==> src/rtl/sram_dp_arbiter.sv <==
// Round-robin arbiter mapping up to two of N requesters per cycle onto the
// two ports of a dual-port synchronous SRAM. After reset it walks the whole
// memory writing zeros (two locations per cycle) before serving requests.
// Read data comes back one cycle after the SRAM output, as a registered
// rvalid/rdata pulse on the lane of the requester that issued the read.
module sram_dp_arbiter #(
    parameter int N  = 4,
    parameter int AW = 6,
    parameter int DW = 8
) (
    input  logic              clk,
    input  logic              rst_n,
    input  logic [N-1:0]      req,
    input  logic [N-1:0]      req_we,
    input  logic [N*AW-1:0]   req_addr,
    input  logic [N*DW-1:0]   req_wdata,
    output logic [N-1:0]      gnt,
    output logic [N-1:0]      rvalid,
    output logic [N*DW-1:0]   rdata,
    output logic              init_done,
    output logic [AW-1:0]     addr_a,
    output logic [AW-1:0]     addr_b,
    output logic [DW-1:0]     data_a,
    output logic [DW-1:0]     data_b,
    output logic              we_a,
    output logic              we_b,
    input  logic [DW-1:0]     q_a,
    input  logic [DW-1:0]     q_b
);

    localparam int IW = (N > 1) ? $clog2(N) : 1;
    localparam int CW = AW - 1;

    typedef enum logic {ST_INIT, ST_RUN} state_t;

    state_t        state;
    state_t        state_next;
    logic [CW-1:0] clr_cnt;
    logic [IW-1:0] rr_ptr;

    logic [AW-1:0] addr_arr  [N];
    logic [DW-1:0] wdata_arr [N];

    logic          a_found;
    logic          b_found;
    logic [IW-1:0] a_idx;
    logic [IW-1:0] b_idx;
    logic          a_rd;
    logic          b_rd;

    logic          tag_a_vld;
    logic          tag_b_vld;
    logic [IW-1:0] tag_a_idx;
    logic [IW-1:0] tag_b_idx;

    // Pointer to the requester just after idx, wrapping at N.
    function automatic logic [IW-1:0] next_ptr(input logic [IW-1:0] idx);
        if (int'(idx) == N - 1) begin
            return '0;
        end
        return idx + 1'b1;
    endfunction

    // Unpack the flattened per-requester address and write-data buses.
    always_comb begin
        for (int i = 0; i < N; i++) begin
            addr_arr[i]  = req_addr[i*AW +: AW];
            wdata_arr[i] = req_wdata[i*DW +: DW];
        end
    end

    // Circular scan from rr_ptr: first requester takes port A, the next
    // compatible one takes port B (a same-address pair is only allowed if
    // both are reads).
    always_comb begin
        int            cand;
        logic [IW-1:0] cidx;
        cand    = 0;
        cidx    = '0;
        a_found = 1'b0;
        b_found = 1'b0;
        a_idx   = '0;
        b_idx   = '0;
        for (int off = 0; off < N; off++) begin
            cand = int'(rr_ptr) + off;
            if (cand >= N) begin
                cand = cand - N;
            end
            cidx = cand[IW-1:0];
            if (req[cidx]) begin
                if (!a_found) begin
                    a_found = 1'b1;
                    a_idx   = cidx;
                end else if (!b_found &&
                             !((addr_arr[cidx] == addr_arr[a_idx]) &&
                               (req_we[cidx] || req_we[a_idx]))) begin
                    b_found = 1'b1;
                    b_idx   = cidx;
                end
            end
        end
    end

    // Next state: leave INIT once the last address pair has been cleared.
    always_comb begin
        state_next = state;
        if ((state == ST_INIT) && (clr_cnt == '1)) begin
            state_next = ST_RUN;
        end
    end

    // Port and grant drive: clear pattern during INIT, winners during RUN,
    // everything quiet while reset is asserted.
    always_comb begin
        gnt    = '0;
        we_a   = 1'b0;
        we_b   = 1'b0;
        addr_a = '0;
        addr_b = '0;
        data_a = '0;
        data_b = '0;
        if (rst_n) begin
            if (state == ST_INIT) begin
                we_a   = 1'b1;
                we_b   = 1'b1;
                addr_a = {clr_cnt, 1'b0};
                addr_b = {clr_cnt, 1'b1};
            end else begin
                if (a_found) begin
                    gnt[a_idx] = 1'b1;
                    we_a       = req_we[a_idx];
                    addr_a     = addr_arr[a_idx];
                    data_a     = wdata_arr[a_idx];
                end
                if (b_found) begin
                    gnt[b_idx] = 1'b1;
                    we_b       = req_we[b_idx];
                    addr_b     = addr_arr[b_idx];
                    data_b     = wdata_arr[b_idx];
                end
            end
        end
    end

    assign a_rd = (state == ST_RUN) && a_found && !req_we[a_idx];
    assign b_rd = (state == ST_RUN) && b_found && !req_we[b_idx];

    // State register, clear counter and init_done flag.
    always_ff @(posedge clk or negedge rst_n) begin
        if (!rst_n) begin
            state     <= ST_INIT;
            clr_cnt   <= '0;
            init_done <= 1'b0;
        end else begin
            state <= state_next;
            if (state == ST_INIT) begin
                clr_cnt <= clr_cnt + 1'b1;
            end
            if (state_next == ST_RUN) begin
                init_done <= 1'b1;
            end
        end
    end

    // Round-robin pointer moves past the last requester granted this cycle.
    always_ff @(posedge clk or negedge rst_n) begin
        if (!rst_n) begin
            rr_ptr <= '0;
        end else if ((state == ST_RUN) && a_found) begin
            rr_ptr <= next_ptr(b_found ? b_idx : a_idx);
        end
    end

    // Remember which requester owns each port's read while the SRAM fetches.
    always_ff @(posedge clk or negedge rst_n) begin
        if (!rst_n) begin
            tag_a_vld <= 1'b0;
            tag_b_vld <= 1'b0;
            tag_a_idx <= '0;
            tag_b_idx <= '0;
        end else begin
            tag_a_vld <= a_rd;
            tag_b_vld <= b_rd;
            tag_a_idx <= a_idx;
            tag_b_idx <= b_idx;
        end
    end

    // Capture SRAM output into the owning requester's lane as a 1-cycle pulse.
    always_ff @(posedge clk or negedge rst_n) begin
        if (!rst_n) begin
            rvalid <= '0;
            rdata  <= '0;
        end else begin
            rvalid <= '0;
            if (tag_a_vld) begin
                rvalid[tag_a_idx]                  <= 1'b1;
                rdata[int'(tag_a_idx)*DW +: DW]    <= q_a;
            end
            if (tag_b_vld) begin
                rvalid[tag_b_idx]                  <= 1'b1;
                rdata[int'(tag_b_idx)*DW +: DW]    <= q_b;
            end
        end
    end

endmodule

==> config.mk <==
export PLATFORM = sky130hd
export DESIGN_NAME = sram_dp_arbiter
export DESIGN_NICKNAME = d
export VERILOG_FILES = /design/src/rtl/sram_dp_arbiter.sv
export SDC_FILE = /design/constraint.sdc
export NUM_CORES = 1
export LEC_CHECK = 0
export ABC_AREA = 1
export CAP_MARGIN = 30
export CORE_MARGIN = 2
export CORE_UTILIZATION = 25
export CTS_CLUSTER_DIAMETER = 50
export DETAILED_ROUTE_END_ITERATION = 10
export HOLD_SLACK_MARGIN = 0.02
export PLACE_DENSITY = 0.58
export SLEW_MARGIN = 30
export SYNTH_ARGS = -nofsm -noshare
export SYNTH_HDL_FRONTEND = slang
export SYNTH_SLANG_ARGS = --single-unit
==> constraint.sdc <==
create_clock -name clk -period 4.3 [get_ports clk]
set_input_delay 0.86 -clock clk [delete_from_list [all_inputs] [get_ports clk]]
set_output_delay 0.86 -clock clk [all_outputs]
set_load 0.005 [all_outputs]
After elaboration in Yosys (flattened, before gate mapping) --
Cells that the tools add are included.
Storage, ports and cells: flip-flop bits (word level) 51, output and inout port bits 71, logic and storage cells 222
Operators by class: add/sub/neg operators 11, $lt $le $gt $ge 27, equal/unequal tests 5, shift operators 4, muxes and demuxes 131, bitwise logic cells 11, reductions and logical operators 23
Operator list (number):
- 2-to-1 mux 6 bit | 22
- binary-select mux 6 bit (select 2 bit) | 8
- 2-to-1 mux 8 bit | 10
- negator 5 -> 33 bit | 2
- variable shift 8 x 33 -> 32 bit (first input constant) | 2
- variable part select 8 x 33 -> 32 bit | 2
- bitwise mux 32 bit | 2
- 2-to-1 mux 32 bit | 2
- 2-to-1 mux 2 bit | 23
- 2-to-1 mux 1 bit | 38
- greater-or-equal comparator 3 bit (second input constant) | 11
- less-than comparator 2 x 3 -> 1 bit (second input constant) | 11
- binary-select mux 8 bit (select 2 bit) | 2
- 2-to-1 mux 4 bit | 8
- binary-select mux 1 bit (select 2 bit) | 12
- NOT 2 -> 3 bit | 8
- equality test 6 bit | 3
- logical AND 1 bit | 14
- demux 1 bit (select 2 bit) | 4
- greater-or-equal comparator 2 x 1 -> 1 bit (second input constant) | 4
- bitwise OR 4 bit | 2
- subtractor 2 x 1 -> 2 bit (second input constant) | 4
- adder 2 x 2 -> 3 bit (second input constant) | 2
- zero test 1 bit | 6
- 8 further kinds | 10

Longest topological paths before layout --
depth after elaboration 32, mapped depth 29, mapped depth without buffers 27

Worst setup path after synthesis --
Ideal clock, no wire load.
path kind input-to-output, start point in req[2], end point out data_b[0], arrival 3.523 ns, path slack -0.083 ns, cell stages on the path 24, cell sequence inv_1 -> nand2_1 -> nand3_1 -> nand2_2 -> ha_1 -> clkbuf_1 -> clkbuf_1 -> o21ai_0 -> nand2_1 -> nand2_1 -> xor2_1 -> nor3_1 -> nand3_1 -> nand3_1 -> nor2_1 -> o21bai_1 -> inv_1 -> nand2_4 -> inv_2 -> buf_2 -> nand2_1 -> nand3_1 -> nand2_1 -> nor2_1
On the way: cells in the longest elaborated chain, start to end 29, elaborated cells on any way between the ends 74
Ends and longest elaborated chain:
- from (decl) | RTL line 13 | input logic [N-1:0] req,
- binary-select mux 1 bit (select 2 bit) | RTL line 90 | if (req[cidx]) begin
- 2-to-1 mux 1 bit (not written as such) | RTL line 90
- 2-to-1 mux 2 bit | RTL line 90
- NOT 2 -> 3 bit (not written as such) | RTL line 95 | !((addr_arr[cidx] == addr_arr[a_idx]) &&
- binary-select mux 6 bit (select 2 bit) | RTL line 95
- 2-to-1 mux 6 bit (not written as such) (2 in a row) | RTL line 95
- equality test 6 bit | RTL line 95
- logical AND 1 bit | RTL line 95
- [11 not listed]
- 2-to-1 mux 2 bit | RTL line 91 | if (!a_found) begin
- 2-to-1 mux 2 bit | RTL line 90
- NOT 2 -> 3 bit (not written as such) | RTL line 139 | data_b = wdata_arr[b_idx];
- binary-select mux 8 bit (select 2 bit) | RTL line 139
- 2-to-1 mux 8 bit (not written as such) (2 in a row) | RTL line 139
- 2-to-1 mux 8 bit * | RTL line 135 | if (b_found) begin
- 2-to-1 mux 8 bit * | RTL line 123 | if (state == ST_INIT) begin
- 2-to-1 mux 8 bit * | RTL line 122 | if (rst_n) begin
- to (decl) | RTL line 24 | output logic [DW-1:0] data_b,
Every way passes the cells marked *; elsewhere a longest branch is shown, timed or not. The select of a mux whose other input is x is not followed.

Worst setup path in the final report --
start point in req[3], end point out addr_b[3]
On the way: cells in the longest elaborated chain, start to end 29, elaborated cells on any way between the ends 74
Ends and longest elaborated chain:
- binary-select mux 1 bit (select 2 bit) | RTL line 90
- 2-to-1 mux 1 bit (not written as such) | RTL line 90
- 2-to-1 mux 2 bit | RTL line 90
- NOT 2 -> 3 bit (not written as such) | RTL line 95
- binary-select mux 6 bit (select 2 bit) | RTL line 95
- 2-to-1 mux 6 bit (not written as such) (2 in a row) | RTL line 95
- equality test 6 bit | RTL line 95
- logical AND 1 bit | RTL line 95
- [11 not listed]
- 2-to-1 mux 2 bit | RTL line 91
- 2-to-1 mux 2 bit | RTL line 90
- NOT 2 -> 3 bit (not written as such) | RTL line 138 | addr_b = addr_arr[b_idx];
- binary-select mux 6 bit (select 2 bit) | RTL line 138
- 2-to-1 mux 6 bit (not written as such) (2 in a row) | RTL line 138
- 2-to-1 mux 6 bit * | RTL line 135
- 2-to-1 mux 6 bit * | RTL line 123
- 2-to-1 mux 6 bit * | RTL line 122
- to (decl) | RTL line 22 | output logic [AW-1:0] addr_b,
Marked as above.

==> flow_summary_export.csv <==
group,metric,value,unit
timing,max_clock_freq,219.2,MHz
setup_path,slowest_stage,"ha_4",
setup_path,critPathLaunchType,"input port",
global_route,grt_overflow,0,
drt,drc,0,
yosys,async_reset_ff_frac,1.000,
yosys,yosys-top-cells-area,"dfrtp_1 (22%), nand2_1 (20%), nand3_1 (11%)",
yosys,synth_top_area_frac,0.2166,
layout,areaGrowthSynthToFinish,74.93,%
cts,ctsHoldBuffers,0,
cts,clock-sinks,51,
setup_path,rr_endpoint,"rr_ptr[1]",
drt,via_per_inst,5.010,
die,start_util,0.2526,
worst_hold_path,hp-start,"clr_cnt[3]",
global_route,grt_pass1_vias,7812,
setup_path,cpMostUsedCell,"nand2_4",
drt,totalWireLength,27030,um
die,die_area,24820,um^2
placement,portBuffers,152,
worst_hold_path,hold_class,"reg2reg",
cts,cts_root_buffer,"clkbuf_16",
cts,clk_pin_slew_worst_paths,0.07,ns
yosys,yosysWarningCount,0,
drt,wire_per_inst,16.37,um
timing,relSlewSlack,0.4585,
yosys,postSynthCellCount,1001,
timing,tightest_slew,0.8060,ns
placement,dpl.hpwl,20000,um
layout,layout_common_cells,"nand2_1 (268), buf_4 (166), clkdlybuf4s50_1 (112)",
timing,period_needed,4.561,ns
placement,place_congestion,0.9962,
cts,cts_buffers,5,
setup_path,reg2reg_slack,0.83,ns
setup_path,path_max_fanout,6,
die,core.rowCount,56,
setup_path,cp_slowest_stage_delay,0.28,ns
yosys,synth.ff_latch_count,51,
yosys,synth-edff-count,0,
yosys,syn_nets,1099,
setup_path,worst_r2r_path_depth,25,
worst_hold_path,min_to,"clr_cnt[3]",
timing,setup_viol,21,
yosys,avgSynthCellArea,5.887,um^2
cts,tritoncts,"built",
layout,layout_commonest_cell,"nand2_1",
cts,ctsLongestPathBuffers,2,
run,drv_cap,0,
global_route,track_usage,0.2041,
setup_path,cp.arrival,3.70,ns
cts,clk_latency,0.30,ns
drt,dr.first_iter.drc_count,718,
timing,period_share,1.061,
yosys,syn_area,5893,um^2
drt,drt-pass1-iter-count,5,
global_route,grt_max_degree,40,
layout,final_nets,1429,
die,die_w,157.5,um
drt,vias,8271,
die,ios,153,
global_route,grt_pass1_wl,40300,um
yosys,ys_seq_area_frac,0.2166,
drt,final_antenna_net_count,0,
die,core,23330,um^2
yosys,yosysTopAreaCell,"dfrtp_1",
run_status,violations,"negative setup slack",
timing,slew_viol_final,0,
timing,setup_ws,-0.2614,ns
timing,rsz0062_at_grt,"yes",
yosys,yosysUniqueCellTypes,46,
layout,layout-drive-gt1-share,0.3041,
timing,hold_violations,0,
yosys,synthFlopType,"dfrtp_1",
global_route,antenna_found_initial,0,
run_status,status,"finished, violations left",
worst_hold_path,min_path_cells,1,
setup_path,worst_ep_required_time,3.44,ns
setup_path,end_kind,"output pin",
setup_path,crit_type,"in2out",
setup_path,timing.rr.start,"rr_ptr[0]",
timing,worst_clock_skew,0.007269,ns
die,dieHeight,157.5,um
cts,htreeDepth,2,
timing,hold_slack,0.4914,ns
layout,antenna_cells,0,
==> sequential cells by signal (all words and copies together) (netlist names) <==
name / flops
rvalid: 4
tag_b_vld: 1
tag_a_vld: 1
clr_cnt: 5
state: 1
rr_ptr: 2
tag_a_idx: 2
rdata: 32
tag_b_idx: 2
init_done: 1
==> Yosys cell counts, types with 2 or more instances <==
library cell / n
nor2_1: 82
inv_1: 120
a32oi_1: 3
nand3b_1: 5
a22oi_1: 13
a21oi_1: 27
ha_1: 16
clkinv_1: 2
o221ai_1: 3
nor3_1: 13
buf_2: 10
a2111oi_0: 9
nand2_2: 11
nand2_1: 308
inv_2: 6
nand3_1: 126
dfrtp_1: 51
xor2_1: 7
a32o_1: 2
a22o_1: 4
o211ai_2: 2
o21ai_1: 5
o22ai_1: 28
o21ai_0: 76
buf_6: 5
a31oi_1: 2
buf_4: 6
nand4_1: 6
o32ai_1: 2
clkbuf_1: 21
or2_2: 3
nand2_4: 11
nand3_2: 3
==> worst max-delay path by stage <==
stage / slack, ns / start / end
finish: -0.26 / req[3] / addr_b[3]
global route: -0.41 / req[1] / addr_b[3]
CTS: -0.25 / req[0] / addr_b[3]
detailed placement: -1.19 / req[3] / we_b
global placement: -1.18 / req[2] / addr_b[2]
floorplan: 0.01 / req[3] / addr_b[3]
==> kinds of logic (layout without fill, tap and decap cells) <==
group           count (synthesis)  after routing  synth area share
compound gates                182            182            0.1875
xor+xnor                        8              8           0.01189
fa+ha+maj                      16             16           0.03397
buf+inv                       171            500            0.1217
flops                          51             51            0.2166
simple gates                  573            575            0.4285
==> what timing repair did <==
item,CTS,global route
resized for setup,241,125
setup endpoints to repair,34,33
buffers inserted,24,22
pin swaps,60,70
cloned,7,5
==> worst max-delay path: cells and delay by family <==
kind | cells | cell delay [ns]
and+or+nand+nor | 18 | 1.41
buffers and inverters | 9 | 0.86
AOI/OAI and AO/OA | 2 | 0.27
adders and majority gates | 1 | 0.28
==> metrics by stage <==
step                      std cells  instance area [um^2]  TNS (ns)    util  setup slack (ns)
after floorplan                1001                  5897         0       -           0.01357
after global placement         1587                  8845    -33.18  0.3791            -1.182
after detailed placement       1587                  8845    -33.57  0.3791            -1.191
after CTS                      1626                  9702    -2.915  0.4158           -0.2497
after global routing           1651                 10310    -6.678  0.4418           -0.4122
final                          1651                 10310    -2.807  0.4418           -0.2614
==> layout make-up <==
cell class / instances / area [um^2]
clock inverter: 2 / 60.06
fill: 2330 / 13020
clock buffer: 6 / 128.9
timing repair buffer: 363 / 3379
tap: 319 / 399.1
sequential: 51 / 1277
inverter: 129 / 521.8
multi-input combinational: 781 / 4542
==> routing by layer <==
layer  up-vias  global-route usage  wire (um)
met3        80             0.03249       2109
met2       388              0.3481      13020
li1       3976                   -          -
met5         -                   0          0
met4         0             0.06450        729
met1      3827              0.2630      11170
Power is left out: the tool's default activity adds up to more than one toggle a clock period on the data nets, which glitch-free logic cannot reach.
